$ cat src/rtl/alu_pkg.sv
// Shared types for the registered ALU: op codes, sequencer states and
// the bit positions of the {c, v, n, z} flag vector.
package alu_pkg;

    typedef enum logic [3:0] {
        OP_ZERO = 4'b0000,
        OP_ADD  = 4'b0001,
        OP_SUB  = 4'b0010,
        OP_LSL  = 4'b0011,
        OP_LSR  = 4'b0100,
        OP_ROL  = 4'b0101,
        OP_ROR  = 4'b0110,
        OP_AND  = 4'b0111,
        OP_OR   = 4'b1000,
        OP_XOR  = 4'b1001,
        OP_NOT  = 4'b1010,
        OP_CLR  = 4'b1011,
        OP_ADC  = 4'b1100,
        OP_SBC  = 4'b1101,
        OP_ASR  = 4'b1110,
        OP_MUL  = 4'b1111
    } alu_op_t;

    typedef enum logic [1:0] {
        IDLE = 2'd0,
        MUL  = 2'd1,
        DONE = 2'd2
    } alu_state_t;

    localparam int FLAG_C = 3;
    localparam int FLAG_V = 2;
    localparam int FLAG_N = 1;
    localparam int FLAG_Z = 0;

endpackage

$ cat src/rtl/alu_core.sv
// Combinational single-cycle datapath: result, carry/borrow and signed
// overflow for every op except multiply (which the sequencer handles).
import alu_pkg::*;

module alu_core #(
    parameter int WIDTH = 8,
    parameter int SHW   = $clog2(WIDTH)
) (
    input  alu_op_t          op,
    input  logic             cin,
    input  logic [WIDTH-1:0] a,
    input  logic [WIDTH-1:0] b,
    output logic [WIDTH-1:0] result,
    output logic             carry,
    output logic             overflow
);

    logic [SHW-1:0]          sh;
    logic                    cin_add;
    logic                    cin_sub;
    logic [WIDTH:0]          sum;
    logic [WIDTH:0]          diff;
    logic [WIDTH:0]          lsl_ext;
    logic [WIDTH:0]          lsr_ext;
    logic signed [WIDTH:0]   asr_src;
    logic signed [WIDTH:0]   asr_ext;
    int unsigned             rot_amt;

    assign sh      = b[SHW-1:0];
    assign cin_add = (op == OP_ADC) ? cin : 1'b0;
    assign cin_sub = (op == OP_SBC) ? cin : 1'b0;
    assign sum     = {1'b0, a} + {1'b0, b} + {{WIDTH{1'b0}}, cin_add};
    assign diff    = {1'b0, a} - {1'b0, b} - {{WIDTH{1'b0}}, cin_sub};

    // Shifts run one bit wider than the datapath so the extra bit is the
    // last bit shifted out; with sh=0 that bit is the zero padding.
    assign lsl_ext = {1'b0, a} << sh;
    assign lsr_ext = {a, 1'b0} >> sh;
    assign asr_src = {a, 1'b0};
    assign asr_ext = asr_src >>> sh;
    assign rot_amt = 32'(sh) % WIDTH;

    always_comb begin
        result   = '0;
        carry    = 1'b0;
        overflow = 1'b0;
        case (op)
            OP_ADD, OP_ADC: begin
                result   = sum[WIDTH-1:0];
                carry    = sum[WIDTH];
                overflow = (a[WIDTH-1] == b[WIDTH-1]) && (sum[WIDTH-1] != a[WIDTH-1]);
            end
            OP_SUB, OP_SBC: begin
                result   = diff[WIDTH-1:0];
                carry    = diff[WIDTH];
                overflow = (a[WIDTH-1] != b[WIDTH-1]) && (diff[WIDTH-1] != a[WIDTH-1]);
            end
            OP_LSL: begin
                result = lsl_ext[WIDTH-1:0];
                carry  = lsl_ext[WIDTH];
            end
            OP_LSR: begin
                result = lsr_ext[WIDTH:1];
                carry  = lsr_ext[0];
            end
            OP_ASR: begin
                result = asr_ext[WIDTH:1];
                carry  = asr_ext[0];
            end
            OP_ROL:  result = (a << rot_amt) | (a >> (WIDTH - rot_amt));
            OP_ROR:  result = (a >> rot_amt) | (a << (WIDTH - rot_amt));
            OP_AND:  result = a & b;
            OP_OR:   result = a | b;
            OP_XOR:  result = a ^ b;
            OP_NOT:  result = ~a;
            default: result = '0;
        endcase
    end

endmodule

$ cat src/rtl/alu_seq.sv
// Registered ALU with valid/ready handshake, single-cycle ops through
// alu_core and an iterative shift-add multiplier.
import alu_pkg::*;

module alu_seq #(
    parameter int WIDTH = 8,
    parameter int SHW   = $clog2(WIDTH)
) (
    input  logic             clk,
    input  logic             reset,
    input  logic             in_valid,
    output logic             in_ready,
    input  logic [3:0]       alu_op,
    input  logic             cin,
    input  logic [WIDTH-1:0] input_A,
    input  logic [WIDTH-1:0] input_B,
    output logic             out_valid,
    input  logic             out_ready,
    output logic [WIDTH-1:0] out,
    output logic [3:0]       flags,
    output alu_state_t       dbg_state
);

    // Handshake: a transfer happens on a rising edge where valid and ready
    // are both high. Inputs are captured only on that edge; the result is
    // held on out/flags while out_valid=1 until out_ready=1.

    localparam int CW = $clog2(WIDTH + 1);

    alu_state_t           state;
    alu_state_t           state_next;
    alu_op_t              op_in;
    logic                 accept;
    logic                 is_mul;
    logic                 mul_last;
    logic [WIDTH-1:0]     core_result;
    logic                 core_carry;
    logic                 core_overflow;
    logic [2*WIDTH-1:0]   mcand;
    logic [WIDTH-1:0]     mplier;
    logic [2*WIDTH-1:0]   acc;
    logic [CW-1:0]        cnt;

    assign op_in     = alu_op_t'(alu_op);
    assign is_mul    = (op_in == OP_MUL);
    assign accept    = in_valid & in_ready;
    // cnt 0..WIDTH-1 are the iterations; cnt==WIDTH is the writeback cycle.
    assign mul_last  = (state == MUL) && (cnt == CW'(WIDTH));
    assign out_valid = (state == DONE);
    assign dbg_state = state;

    alu_core #(.WIDTH(WIDTH), .SHW(SHW)) u_core (
        .op       (op_in),
        .cin      (cin),
        .a        (input_A),
        .b        (input_B),
        .result   (core_result),
        .carry    (core_carry),
        .overflow (core_overflow)
    );

    always_comb begin
        state_next = state;
        in_ready   = 1'b0;
        case (state)
            IDLE: begin
                in_ready = 1'b1;
                if (in_valid) state_next = is_mul ? MUL : DONE;
            end
            MUL: begin
                if (mul_last) state_next = DONE;
            end
            DONE: begin
                in_ready = out_ready;
                if (out_ready) state_next = in_valid ? (is_mul ? MUL : DONE) : IDLE;
            end
            default: state_next = IDLE;
        endcase
    end

    always_ff @(posedge clk or posedge reset) begin
        if (reset) state <= IDLE;
        else       state <= state_next;
    end

    always_ff @(posedge clk or posedge reset) begin
        if (reset) begin
            out    <= '0;
            flags  <= 4'b0001;
            mcand  <= '0;
            mplier <= '0;
            acc    <= '0;
            cnt    <= '0;
        end else if (accept) begin
            if (is_mul) begin
                mcand  <= {{WIDTH{1'b0}}, input_A};
                mplier <= input_B;
                acc    <= '0;
                cnt    <= '0;
            end else begin
                out           <= core_result;
                flags[FLAG_C] <= core_carry;
                flags[FLAG_V] <= core_overflow;
                flags[FLAG_N] <= core_result[WIDTH-1];
                flags[FLAG_Z] <= (core_result == '0);
            end
        end else if (state == MUL) begin
            if (mul_last) begin
                out           <= acc[WIDTH-1:0];
                flags[FLAG_C] <= |acc[2*WIDTH-1:WIDTH];
                flags[FLAG_V] <= 1'b0;
                flags[FLAG_N] <= acc[WIDTH-1];
                flags[FLAG_Z] <= (acc[WIDTH-1:0] == '0);
            end else begin
                acc    <= acc + (mplier[0] ? mcand : '0);
                mcand  <= mcand << 1;
                mplier <= mplier >> 1;
                cnt    <= cnt + CW'(1);
            end
        end
    end

endmodule

$ cat config.mk
export PLATFORM = sky130hd
export DESIGN_NAME = alu_seq
export DESIGN_NICKNAME = d
export VERILOG_FILES = /design/src/rtl/alu_pkg.sv /design/src/rtl/alu_core.sv /design/src/rtl/alu_seq.sv
export SDC_FILE = /design/constraint.sdc
export NUM_CORES = 1
export LEC_CHECK = 0
export ABC_AREA = 1
export ABC_CLOCK_PERIOD_IN_PS = 2000
export CORE_ASPECT_RATIO = 1.1
export CORE_MARGIN = 5
export CORE_UTILIZATION = 40
export CTS_CLUSTER_SIZE = 10
export DETAILED_ROUTE_END_ITERATION = 7
export GPL_ROUTABILITY_DRIVEN = 0
export SETUP_SLACK_MARGIN = 0.2
export SLEW_MARGIN = 10
export SYNTH_ARGS = -nofsm -noshare
export SYNTH_HDL_FRONTEND = slang
export SYNTH_HIERARCHICAL = 1
export SYNTH_SLANG_ARGS = --single-unit
$ cat constraint.sdc
create_clock -name clk -period 2 [get_ports clk]
set_clock_uncertainty 0.2 [all_clocks]
set_input_delay 0.4 -clock clk [delete_from_list [all_inputs] [get_ports clk]]
set_output_delay 0.4 -clock clk [all_outputs]
set_load 0.02 [all_outputs]
==> results by group <==
Timing
  • F_max: 0.3481 GHz
  • Post-route worst setup slack: -0.8729 ns
  • Final cycle utilization of the critical path: 1.436
  • Worst slew pin tran: 0.4215 ns
  • Hold_ws: 0.2769 ns
  • Slew HR: 0.7164
  • Finish-stage setup viols: 21
  • Setup tns final: -8.497 ns
  • Clock period minus worst slack: 2.873 ns
  • Max-slew violation count: 0
  • Hold Vio Cnt, Final: 0
  • RSZ-0062 raised after global routing: true

Power and ir drop
  • Switching share of power: 0.4390
  • Psw: 3.805 mW
  • Reg power frac: 0.250
  • PwrDens: 882.7 nW/um2
  • Static Leak: 5.104 nW
  • Combinational share of power: 0.587
  • Power consumption: 8.667 mW
  • Clock power share: 0.163
  • Int Power: 4.862 mW
  • Max IR drop VDD: 0.0005144 V

Setup path
  • CP arrival: 2.93 ns
  • Crit-path slowest cell: fa_2
  • Worst R2R Setup Slack: -0.09 ns
  • CP Cell Sequence: buf_6 > buf_8 > buf_4 > buf_6 > nor2_4 > nand2_2 > nor2_4 > fa_2 > fa_2 > or2_4 > nand3_2 > nand4_1 > nor2_1 > nand2_2 > nor4_2 > nand3_1 > o21ai_1 > nand2_1 > nand2_1
  • CP required: 2.06 ns
  • Critical Path Fanout Max: 3
  • WP buf/inv: 4
  • Path type of the worst setup path: in2reg
  • CP Capture Type: register
  • Crit-path leading delay family: simple AND/OR/NAND/NOR gates
  • Crit-path max cell delay: 0.40 ns
  • Setup crit start kind: input port

Detailed routing
  • DRT Wirelength: 23400 um
  • Vias after detailed routing: 7598
  • Remaining DRCs: 0
  • Iter 0 DRT Violations: 579
  • Vias/cell: 5.236
  • DR pass1 iterations: 6
  • Post-DR wirelength/cell: 16.12 um
  • Post-route antenna net violation count: 0

Synth
  • Async set or reset register ratio after synthesis: 1.000
  • YS warnings: 6
  • Post-synth EDFFs: 0
  • Post-Syn Nets: 1116
  • Post-synthesis sequential area ratio: 0.2207
  • Post-Synthesis Cell Area: 6470 um2
  • Netlist cell types: 52
  • Synth Flop Type: dfrtp_1
  • Synthesized instance count: 1037
  • Synthesized flop and latch total: 57
  • Syn_area_per_cell: 6.239 um2

Cells and area
  • Area Growth Syn to Fin: 51.77%
  • Nets: 1325
  • Final Util: 0.6217
  • Share of cells above drive strength 1: 0.3845
  • Post-route insts no fill: 1451
  • Sequential cell area: 1429 um2
  • Diodes inserted: 0
  • Final instance area: 9819 um2
  • Fillers: 1472
  • Multi-input gate area: 5308 um2

Clock tree
  • Worst-path clk slew: 0.05 ns
  • CTS tree: built
  • Clk_lat worst skew: 0.32 ns
  • CTS sink count: 57
  • Clk Tree Root Cell: clkbuf_16
  • Max H-tree Level: 3
  • Cts hold-fix bufs: 0
  • CTS Buf Count: 9
  • Longest Clk Path Bufs: 2

Placed design
  • DP Worst Slack: -1.575 ns
  • Cell Area, Placed: 8569 um2
  • Final HPWL DP: 18110 um
  • Post-placement cell count: 1409
  • Port-buffer cells: 40

Outcome
  • Failing checks: setup timing
  • Status: finished with violations

Global routing
  • First-pass GRT wire length: 36590 um
  • Global route overflow: 0
  • Largest net degree at the start of global routing: 58
  • Initial antenna violation count: 0
  • Overall routing resource usage: 0.2369
  • Number of global-route vias before repair: 7354

Die
  • Top-level I/O count: 41
  • CORE AREA: 15800 um2
  • Starting Density: 0.4096
  • Die Wd: 131.3 um
  • Die H: 143.4 um
  • Die area: 18820 um2
  • Row cnt: 48

Job
  • Max Cap Violations: 0

Hold path
  • Path category of the worst min-delay check: reg2reg
## cell type report
cell class / instances / share of cell area
Multi-Input combinational cell: 808 / 0.5405
Inverter: 144 / 0.06065
Clock buffer: 11 / 0.02574
Clock inverter: 5 / 0.003058
Timing Repair Buffer: 226 / 0.1990
Tap cell: 200 / 0.02548
Sequential cell: 57 / 0.1455
## layer usage
layer,global-route usage,wire (um)
met5,0,0
met4,0.1202,1152
met3,0.02311,956
met2,0.4364,12120
met1,0.2745,9171
## flip-flops by register name, indices dropped and copies added, names as in the netlist
register and flops:
acc 16, cnt 4, mplier 8, out 7, flags 4, mcand 16, dbg_state 2
## worst register-to-register path, delay by kind of cell, from the launching register on
kind                       cells  cell delay, ns
AOI/OAI and AO/OA              1            0.15
DFF                            1            0.49
and+or+nand+nor                6            0.49
adders and majority gates      2            0.52
buffers and inverters          2            0.16
## logic make-up after synthesis
logic type,Yosys count,synth area share
and+or+nand+nor,615,0.4202
buffers and inverters,172,0.1158
AOI/OAI and AO/OA,132,0.1236
DFF,57,0.2207
adders and majority gates,54,0.1102
xor gates and xnor gates,7,0.009476
## cells in the final DEF (no fill, tap or decap), types with 4 or more instances in the layout
cell type	n
a21oi_1	21
o211ai_1	11
dfrtp_1	55
nor2_2	12
inv_4	9
nand3_1	68
clkdlybuf4s50_1	9
ha_2	4
inv_1	101
buf_2	4
nand2_2	58
nand2_4	22
buf_6	13
fa_2	5
dlygate4sd2_1	22
buf_12	8
a21oi_2	14
nand4_1	10
nand2_1	317
ha_1	23
buf_4	163
o21ai_2	10
inv_2	30
clkbuf_16	12
nor2_4	17
nor2_1	46
o22ai_1	10
o21ai_0	21
nand3_2	35
nand3b_1	6
ha_4	22
o21ai_1	28
## synth_stat cells, types with 11 or more instances
master	count	area, um2
inv_2	12	45.04
o21ai_0	30	150.1
inv_1	126	473.0
dfrtp_1	56	1401
o211ai_1	11	82.58
a21oi_1	32	160.2
nand2_1	386	1449
nand3_1	103	515.5
nor2_1	61	229.0
o21ai_1	28	140.1
ha_1	49	613.1
## power by group through the flow
stage                     combinational (mW)  clock [mW]  sequential [mW]
after detailed placement                4.22           0             2.11
final                                   5.08        1.42             2.17
after global placement                  4.16           0             2.10
after global routing                    5.56        1.49             2.23
after CTS                               4.64        1.44             2.13
after floorplan                         2.83           0             2.09
## path summary, 6_finish.rpt
check,startpoint,to,depth (start not counted)
hold / removal,out[6]$_DFFE_PP0P_,out[6]$_DFFE_PP0P_,2
hold reg to reg,out[6]$_DFFE_PP0P_,out[6]$_DFFE_PP0P_,2
setup reg to reg,mplier[0]$_DFFE_PP0P_,acc[4]$_DFFE_PP0P_,11
max in group asynchronous,reset,flags[0]$_DFFE_PP1P_,3
min in group asynchronous,reset,mplier[5]$_DFFE_PP0P_,3
setup / recovery,alu_op[1],flags[0]$_DFFE_PP1P_,19
## timing repair
action	in CTS	in global routing
pin swaps	77	59
cloned	1	2
resized for setup	136	110
buffers inserted	15	8
setup endpoints to repair	73	56
Power figures use the tool's default switching activity.
